===== src/rtl/priority_bit_scanner_if.sv =====
// Handshake bundle for priority_bit_scanner: word input side and bit-beat output side.
// Latency: none (wires only).
// Backpressure: carries data_ready_o upstream and bit_ready_i from downstream.
//
// Signals:
//   data_val_i / data_ready_o / data_i / dir_i   word input handshake and payload
//   bit_val_o / bit_ready_i                      output beat handshake
//   bit_onehot_o / bit_idx_o / bit_last_o /
//   bit_remain_o / zero_o                        output beat payload
interface priority_bit_scanner_if #(
    parameter int WIDTH = 32,
    parameter int IDX_W = $clog2(WIDTH)
);
    logic             data_val_i;
    logic [WIDTH-1:0] data_i;
    logic             dir_i;
    logic             data_ready_o;
    logic             bit_val_o;
    logic             bit_ready_i;
    logic [WIDTH-1:0] bit_onehot_o;
    logic [IDX_W-1:0] bit_idx_o;
    logic             bit_last_o;
    logic [IDX_W:0]   bit_remain_o;
    logic             zero_o;

    // The scanner itself.
    modport slave (
        input  data_val_i, data_i, dir_i, bit_ready_i,
        output data_ready_o, bit_val_o, bit_onehot_o, bit_idx_o,
               bit_last_o, bit_remain_o, zero_o
    );

    // Whoever feeds words in and consumes beats.
    modport master (
        output data_val_i, data_i, dir_i, bit_ready_i,
        input  data_ready_o, bit_val_o, bit_onehot_o, bit_idx_o,
               bit_last_o, bit_remain_o, zero_o
    );
endinterface


===== src/rtl/priority_bit_scanner.sv =====
// Accepts a word and emits one beat per set bit, LSB-first or MSB-first.
// Latency: first beat valid the cycle after word acceptance; one beat per cycle after that.
// Backpressure: bit_ready_i low freezes all state/outputs; data_ready_o only high when idle.
//
// Ports:
//   clk_i   clock, all state on rising edge
//   srst_i  synchronous active-high reset, overrides every handshake
//   bus     priority_bit_scanner_if.slave (word in, bit beats out)
module priority_bit_scanner #(
    parameter int WIDTH = 32,
    parameter int IDX_W = $clog2(WIDTH)
) (
    input  logic                    clk_i,
    input  logic                    srst_i,
    priority_bit_scanner_if.slave   bus
);

    typedef enum logic {
        IDLE = 1'b0,
        SCAN = 1'b1
    } state_t;

    localparam logic [IDX_W:0] REMAIN_ONE = {{IDX_W{1'b0}}, 1'b1};

    state_t           state_q;
    state_t           state_d;
    logic [WIDTH-1:0] mask_q;
    logic             dir_q;
    logic [IDX_W:0]   remain_q;

    logic             in_scan;
    logic             accept;
    logic             beat_done;
    logic             last_beat;
    logic             sel_found;
    logic [IDX_W-1:0] sel_idx;
    logic [WIDTH-1:0] sel_onehot;

    function automatic logic [IDX_W:0] popcount(input logic [WIDTH-1:0] v);
        logic [IDX_W:0] cnt;
        cnt = '0;
        for (int i = 0; i < WIDTH; i++) begin
            cnt = cnt + {{IDX_W{1'b0}}, v[i]};
        end
        return cnt;
    endfunction

    assign in_scan   = (state_q == SCAN);
    assign accept    = (state_q == IDLE) && bus.data_val_i;
    assign beat_done = in_scan && bus.bit_ready_i;
    // remain_q is 0 for an all-zero word, so its single beat is also the last one.
    assign last_beat = in_scan && (remain_q <= REMAIN_ONE);

    // Priority pick from the registered mask only. The loop order makes the
    // last match win: scanning downward leaves the lowest set bit, upward the highest.
    always_comb begin
        sel_found = 1'b0;
        sel_idx   = '0;
        for (int i = 0; i < WIDTH; i++) begin
            if (dir_q) begin
                if (mask_q[i]) begin
                    sel_found = 1'b1;
                    sel_idx   = IDX_W'(i);
                end
            end else begin
                if (mask_q[WIDTH-1-i]) begin
                    sel_found = 1'b1;
                    sel_idx   = IDX_W'(WIDTH-1-i);
                end
            end
        end
    end

    always_comb begin
        sel_onehot = '0;
        if (sel_found) begin
            sel_onehot[sel_idx] = 1'b1;
        end
    end

    // Next-state logic.
    always_comb begin
        state_d = state_q;
        case (state_q)
            IDLE: begin
                if (bus.data_val_i) begin
                    state_d = SCAN;
                end
            end
            SCAN: begin
                if (bus.bit_ready_i && last_beat) begin
                    state_d = IDLE;
                end
            end
            default: state_d = IDLE;
        endcase
    end

    always_ff @(posedge clk_i) begin
        if (srst_i) begin
            state_q <= IDLE;
        end else begin
            state_q <= state_d;
        end
    end

    always_ff @(posedge clk_i) begin
        if (srst_i) begin
            mask_q   <= '0;
            dir_q    <= 1'b0;
            remain_q <= '0;
        end else if (accept) begin
            mask_q   <= bus.data_i;
            dir_q    <= bus.dir_i;
            remain_q <= popcount(bus.data_i);
        end else if (beat_done) begin
            mask_q <= mask_q & ~sel_onehot;
            if (remain_q != '0) begin
                remain_q <= remain_q - REMAIN_ONE;
            end
        end
    end

    // Ready depends only on state and reset, never on bit_ready_i, so a word
    // finishing this cycle still leaves one idle cycle before the next word.
    assign bus.data_ready_o = (state_q == IDLE) && !srst_i;
    assign bus.bit_val_o    = in_scan;
    assign bus.bit_onehot_o = in_scan ? sel_onehot : '0;
    assign bus.bit_idx_o    = in_scan ? sel_idx : '0;
    assign bus.bit_last_o   = last_beat;
    assign bus.bit_remain_o = in_scan ? remain_q : '0;
    assign bus.zero_o       = in_scan && (remain_q == '0);

endmodule


===== src/flat_wrapper.sv =====
// flat-port wrapper written by rule: the top's interface ports become plain ports
module priority_bit_scanner_flat 
#(
    parameter int WIDTH = 32,
    parameter int IDX_W = $clog2(WIDTH)
)
  (clk_i, srst_i, bus_data_val_i, bus_data_i, bus_dir_i, bus_bit_ready_i, bus_data_ready_o, bus_bit_val_o, bus_bit_onehot_o, bus_bit_idx_o, bus_bit_last_o, bus_bit_remain_o, bus_zero_o);
  priority_bit_scanner_if #(.WIDTH(WIDTH), .IDX_W(IDX_W)) bus_i ();
  input  logic clk_i;
  input  logic srst_i;
  input wire logic [$bits(bus_i.data_val_i)-1:0] bus_data_val_i;
  input wire logic [$bits(bus_i.data_i)-1:0] bus_data_i;
  input wire logic [$bits(bus_i.dir_i)-1:0] bus_dir_i;
  input wire logic [$bits(bus_i.bit_ready_i)-1:0] bus_bit_ready_i;
  output wire logic [$bits(bus_i.data_ready_o)-1:0] bus_data_ready_o;
  output wire logic [$bits(bus_i.bit_val_o)-1:0] bus_bit_val_o;
  output wire logic [$bits(bus_i.bit_onehot_o)-1:0] bus_bit_onehot_o;
  output wire logic [$bits(bus_i.bit_idx_o)-1:0] bus_bit_idx_o;
  output wire logic [$bits(bus_i.bit_last_o)-1:0] bus_bit_last_o;
  output wire logic [$bits(bus_i.bit_remain_o)-1:0] bus_bit_remain_o;
  output wire logic [$bits(bus_i.zero_o)-1:0] bus_zero_o;
  assign bus_i.data_val_i = bus_data_val_i;
  assign bus_i.data_i = bus_data_i;
  assign bus_i.dir_i = bus_dir_i;
  assign bus_i.bit_ready_i = bus_bit_ready_i;
  assign bus_data_ready_o = bus_i.data_ready_o;
  assign bus_bit_val_o = bus_i.bit_val_o;
  assign bus_bit_onehot_o = bus_i.bit_onehot_o;
  assign bus_bit_idx_o = bus_i.bit_idx_o;
  assign bus_bit_last_o = bus_i.bit_last_o;
  assign bus_bit_remain_o = bus_i.bit_remain_o;
  assign bus_zero_o = bus_i.zero_o;
  priority_bit_scanner #(.WIDTH(WIDTH), .IDX_W(IDX_W)) u_core (.clk_i(clk_i), .srst_i(srst_i), .bus(bus_i));
endmodule

===== config.mk =====
export PLATFORM = sky130hd
export DESIGN_NAME = priority_bit_scanner_flat
export DESIGN_NICKNAME = d
export VERILOG_FILES = /design/src/rtl/priority_bit_scanner_if.sv /design/src/rtl/priority_bit_scanner.sv /design/src/flat_wrapper.sv
export SDC_FILE = /design/constraint.sdc
export NUM_CORES = 1
export LEC_CHECK = 0
export BUFFER_PORTS_ARGS = -buffer_cell sky130_fd_sc_hd__buf_2
export CAP_MARGIN = 15
export CORE_ASPECT_RATIO = 1.1
export CORE_MARGIN = 2
export CORE_UTILIZATION = 58
export CTS_CLUSTER_DIAMETER = 50
export DETAILED_ROUTE_END_ITERATION = 16
export PLACE_DENSITY = 0.9
export SKIP_CTS_REPAIR_TIMING = 1
export SLEW_MARGIN = 20
export SYNTH_ARGS = -nofsm -noshare
export SYNTH_HDL_FRONTEND = slang
export SYNTH_SLANG_ARGS = --single-unit
export TNS_END_PERCENT = 5

===== constraint.sdc =====
create_clock -name clk_i -period 7.46 [get_ports clk_i]
set_input_delay 1.492 -clock clk_i [delete_from_list [all_inputs] [get_ports clk_i]]
set_output_delay 1.492 -clock clk_i [all_outputs]
set_load 0.01 [all_outputs]

; Word level (Yosys, flattened, before mapping)
; Index checks and enable logic that the tools add are counted.
[classes]
n_addsub = 32
n_lt_le_gt_ge = 3
mux = 205
n_bitwise = 3
reduce_logical = 13
[ops]
columns = op, count
row1 = 2-to-1 mux 5 bit, 96
row2 = adder 6 x 1 -> 6 bit, 30
row3 = 2-to-1 mux 32 bit, 4
row4 = 2-to-1 mux 1 bit, 99
row5 = bitwise AND 32 bit, 1
row6 = NOT 32 bit, 1
row7 = 2-to-1 mux 6 bit, 4
row8 = logical AND 1 bit, 7
row9 = <= comparator 6 x 1 -> 1 bit (second input constant), 1
row10 = logical NOT 6 bit, 1
row11 = less-than comparator 5 x 6 -> 1 bit (second input constant), 1
row12 = nonzero test 6 bit, 1
row13 = subtractor 6 x 1 -> 6 bit (second input constant), 1
row14 = demux 1 bit (select 5 bit), 1
row15 = >= comparator 5 x 1 -> 1 bit (second input constant), 1
row16 = nonzero test 2 bit, 2
row17 = adder 1 x 1 -> 2 bit, 1
row18 = one-hot mux 1 bit (2 select lines), 1
row19 = AND reduction 2 bit, 1
row20 = logical NOT 1 bit, 1
row21 = NOT 1 bit, 1
[word_totals]
reg_bits = 40
input_bits = 37
out_inout_bits = 47
elab_cells = 260

; Longest topological paths before layout
[depth]
word_depth = 73
mapped_depth = 18
mapped_depth_nobuf = 18

; Worst setup path before layout
; No wires, ideal clock.
[synth_path]
kind = input to register
start = input port bus_data_i[0]
end = register u_core.remain_q[4]
setup_ns = 0.086
arrival_time_ns = 6.107
t_required_ns = 7.374
path_slack_ns = 1.268
stages = 15
path_buffers = 0
cell_sequence = ha_1 -> inv_1 -> fa_1 -> fa_1 -> fa_1 -> fa_1 -> fa_1 -> fa_1 -> inv_1 -> fa_1 -> fa_1 -> a21o_1 -> a21oi_1 -> xor2_1 -> a211oi_1
[synth_between]
elab_chain_cells = 32
[synth_rtl]
columns = item, line
row1 = "start, declared", flat_wrapper.sv:12  ; input wire logic [$bits(bus_i.data_i)-1:0] bus_data_i;
row2 = adder 1 x 1 -> 2 bit, priority_bit_scanner.sv:43  ; cnt = cnt + {{IDX_W{1'b0}}, v[i]};
row3 = adder 6 x 1 -> 6 bit (30 in a row), priority_bit_scanner.sv:43
row4 = 2-to-1 mux 6 bit, priority_bit_scanner.sv:112  ; end else if (accept) begin
row5 = "end signal, assigned", priority_bit_scanner.sv:115  ; remain_q <= popcount(bus.data_i);
row6 = "end signal, assigned", priority_bit_scanner.sv:119  ; remain_q <= remain_q - REMAIN_ONE;
row7 = "end, declared", priority_bit_scanner.sv:29  ; logic [IDX_W:0] remain_q;
; No other way between the ends.
; A chain may end at the register's enable or synchronous reset.

; Final worst setup path
; Ends and elaborated chain as after synthesis.

==> impl_summary.md <==
Synthesis
The number of nets in the synthesized netlist is 656. The fraction of synthesis flops using an asynchronous set or reset pin is 0%. The fraction of synthesized cell area taken by the top area cell type is 17.6%. In the synthesized netlist the dominant register cell turns out to be sky130_fd_sc_hd__dfxtp_1. The average footprint of a synthesized cell is 7.79 µm². The sequential element share of the synthesized area is 17.6%. The register bit total from synthesis is 40. The count of synthesis-stage warnings from yosys is 0. The most common cell in the synthesized netlist is sky130_fd_sc_hd__nor2_1. Counting instances in the post-synthesis netlist gives the leading cell types as 63 x sky130_fd_sc_hd__nor2_1, 53 x sky130_fd_sc_hd__inv_1, 40 x sky130_fd_sc_hd__dfxtp_1. In the post-synthesis netlist, the biggest area contributors are sky130_fd_sc_hd__dfxtp_1 18%, sky130_fd_sc_hd__fa_1 11%, sky130_fd_sc_hd__nor2_1 5.2%. The number of flops mapped to enable cells by yosys is 0. The area of the mapped netlist is about 0.0046 mm². The number of different library cells used by synthesis comes to between 70 and 80. The gate count after technology mapping is 585. The cell accounting for the most synthesized area is sky130_fd_sc_hd__dfxtp_1.

Critical path
Data on the critical path is required at its endpoint by 7.67 ns. The reg2reg setup slack is 4.16 ns. STA classifies the critical path endpoint as a flop.

STA classifies the critical path startpoint as a primary input. Of all nets on the critical path, the largest fanout is 2. The category of the critical setup timing path is primary input to flop. Data on the critical path arrives at its endpoint at 6.38 ns.

Clock network
CTS saw 40 sinks. Clock tree synthesis inserted a total of 5 buffers. The H-tree generated during clock tree synthesis spans 2 levels. Clock latency on the worst-skew pair, taken at its later pin, is 0.30 ns. The tree is rooted in a sky130_fd_sc_hd__clkbuf_8.

Counting along the longest clock path gives a buffer depth of 2. The clock edge transition at the registers on the reported setup and hold paths is around 0.080 ns. The TritonCTS clock tree is yes.

Route
For this run, design rule violations remaining after detail routing come to 0. After detailed routing, the average wire length per cell comes to approximately 20 µm. The overall via count from detail_route is 5028.

The count of routing violations after the opening detailed-route iteration is about 480. In this run the remaining antenna-violating nets after routing total 0. Dividing the detail-routed via count by the number of cells gives 6.82. Wires add up to between 10 and 15 mm. Before antenna repair, the detailed router went through 7 iterations.

GRT
The number of global-route vias before repair is 4823. The number of antenna violations at the first check in global routing is 0. The remaining global-route overflow is 0.

The total routing resource utilization after global routing is between 30% and 40%. Entering global routing, the biggest net connects 49 pins. The wire length of the first global-routing pass is 24.0 mm.

Place
The port buffer count is 83. The total half-perimeter wirelength after legalization and detailed placement is between 10 and 15 mm. The routability congestion estimate is approximately 0.93.

Pwr
The peak ir drop on the vdd network is 0.000448 V. The analysis attributes to cell leakage a power of ~2.2 nW. The power density normalized to cell area is approximately 320 mW/mm².

Timing
Dividing the final minimum period by the clock period gives slightly above 80%. The transition at the pin with the smallest max-transition slack is 0.962 ns. Clock skew on the completed layout was measured at 0.00277 ns.

The worst path in the final design needs a cycle of 6.16 ns, including I/O delays and setup. In the final timing run, aggregate negative setup slack is 0 ns. The number of endpoints failing setup at the final stage is 0.

Timing would allow up to 162 MHz. The total count of hold-check failures in the final report is 0. Setup repair after global routing left no endpoint under its margin. The number of pins exceeding their max-slew limit in the final report is 0. In this run the tightest slew margin relative to its limit is 35.8%.

Final layout
Counting the fill cells in the layout gives 610. The area growth from synthesis to final layout is 9.91%. The ratio of cells with drive above 1 in the final layout is 21.8%. Once layout is complete, the utilization of the core stands at 66.3%. The repair_antennas step left the layout with diodes totalling 0.

The final layout contains 702 nets.

Status
The run finished with clean final reports.

Floorplan
From left edge to right edge, the die measures 88.5 µm. The area of the core region is approximately 0.0076 mm². The die outline area is 0.00858 mm². 84 I/O pins were placed. After floorplanning, the core was divided into 33 placement rows.

The starting density of the core is 60.3%. The overall die height is roughly 97 µm.

Min path
The type of the tightest min-delay check is flop to flop.

Run
The max-capacitance violation count is 0.
==> per-stage QoR <==
stage	hold WS (ns)	setup WS [ns]	area (µm²)	total power [mW]	cells
after CTS	0.543	1.30	5010	1.56	737
final	0.535	1.30	5010	1.58	737
after global routing	0.571	1.06	5010	1.72	737
after global placement	0.514	1.06	4910	1.37	729
after detailed placement	0.533	0.982	4910	1.40	729
after floorplan	0.499	1.27	4560	1.15	585
==> worst max-delay path, cell delays in order <==
cell and delay (ns):
sky130_fd_sc_hd__buf_2 0.11, sky130_fd_sc_hd__ha_1 0.28, sky130_fd_sc_hd__inv_1 0.07, sky130_fd_sc_hd__fa_1 0.44, sky130_fd_sc_hd__fa_1 0.56, sky130_fd_sc_hd__fa_1 0.44
sky130_fd_sc_hd__fa_1 0.54, sky130_fd_sc_hd__fa_1 0.43, sky130_fd_sc_hd__fa_1 0.49, sky130_fd_sc_hd__inv_1 0.05, sky130_fd_sc_hd__fa_1 0.40, sky130_fd_sc_hd__fa_1 0.42
sky130_fd_sc_hd__a21o_1 0.19, sky130_fd_sc_hd__a21oi_1 0.17, sky130_fd_sc_hd__xor2_1 0.08, sky130_fd_sc_hd__a211oi_1 0.22
==> layout make-up <==
| class | instances | area [µm²] | share of cell area (%) |
|---|---|---|---|
| multi-input combinational | 440 | 3310 | 66.1 |
| sequential | 40 | 801 | 16.0 |
| timing repair buffer | 90 | 468 | 9.35 |
| inverter | 54 | 203 | 4.05 |
| tap | 105 | 131 | 2.62 |
| clock buffer | 6 | 82.6 | 1.65 |
| clock inverter | 2 | 10.0 | 0.200 |
==> final timing paths <==
path / from / to / cells past startpoint
min: u_core.remain_q[5] / u_core.remain_q[5] / 2
min reg2reg: u_core.remain_q[5] / u_core.remain_q[5] / 2
max reg2reg: u_core.dir_q / u_core.mask_q[31] / 7
max: bus_data_i[0] / u_core.remain_q[4] / 16
==> logic make-up (layout without fill, tap and decap cells) <==
family / count (synthesis) / count (layout) / share of synthesized area [%]
and+or+nand+nor: 205 / 205 / 25.3
AOI/OAI and AO/OA: 192 / 192 / 32.1
buffers and inverters: 105 / 152 / 9.94
DFF: 40 / 40 / 17.6
adders and majority gates: 34 / 34 / 13.3
xor gates and xnor gates: 7 / 7 / 1.35
muxes: 2 / 2 / 0.467
==> registers in the layout, summed over array words and instances (netlist names) <==
name                  cells
u_core.mask_q            32
u_core.bus.bit_val_o      1
u_core.dir_q              1
u_core.remain_q           6
==> layout by cell type, fill, tap and decap left out, types with 4 or more instances in the layout <==
| cell | instances |
|---|---|
| sky130_fd_sc_hd__a211oi_1 | 21 |
| sky130_fd_sc_hd__or4_1 | 4 |
| sky130_fd_sc_hd__nor2b_1 | 9 |
| sky130_fd_sc_hd__or4_4 | 4 |
| sky130_fd_sc_hd__o21ai_0 | 18 |
| sky130_fd_sc_hd__and2_1 | 11 |
| sky130_fd_sc_hd__nor2_1 | 62 |
| sky130_fd_sc_hd__nand2_1 | 25 |
| sky130_fd_sc_hd__and3_1 | 19 |
| sky130_fd_sc_hd__buf_4 | 7 |
| sky130_fd_sc_hd__nand3_1 | 6 |
| sky130_fd_sc_hd__o31ai_1 | 4 |
| sky130_fd_sc_hd__nor4_1 | 10 |
| sky130_fd_sc_hd__a211oi_2 | 4 |
| sky130_fd_sc_hd__or3_1 | 6 |
| sky130_fd_sc_hd__clkbuf_8 | 6 |
| sky130_fd_sc_hd__a21o_1 | 16 |
| sky130_fd_sc_hd__buf_2 | 83 |
| sky130_fd_sc_hd__dfxtp_1 | 40 |
| sky130_fd_sc_hd__a22oi_1 | 20 |
| sky130_fd_sc_hd__ha_1 | 10 |
| sky130_fd_sc_hd__a221oi_1 | 7 |
| sky130_fd_sc_hd__a22o_1 | 14 |
| sky130_fd_sc_hd__nand3b_1 | 4 |
| sky130_fd_sc_hd__xnor2_1 | 5 |
| sky130_fd_sc_hd__fa_1 | 24 |
| sky130_fd_sc_hd__nor3_1 | 16 |
| sky130_fd_sc_hd__inv_1 | 53 |
| sky130_fd_sc_hd__a31oi_1 | 18 |
| sky130_fd_sc_hd__nand2b_1 | 4 |
| sky130_fd_sc_hd__a21oi_1 | 27 |
==> where the power goes <==
group          internal, mW  leakage, nW  switching (mW)  total, mW
clock network        0.0740       0.0510          0.0822      0.156
registers             0.244        0.329          0.0732      0.318
logic                 0.456         1.83           0.649       1.11
==> layer usage <==
layer  global-route usage [%]  share of wire, %  wire length (µm)
met2                     53.6                45              6670
met1                     45.6                36              5360
met4                     21.2               7.2              1070
met5                        0                 0                 0
met3                     6.66                11              1640
Note: power is estimated with default switching activity, not from simulation.
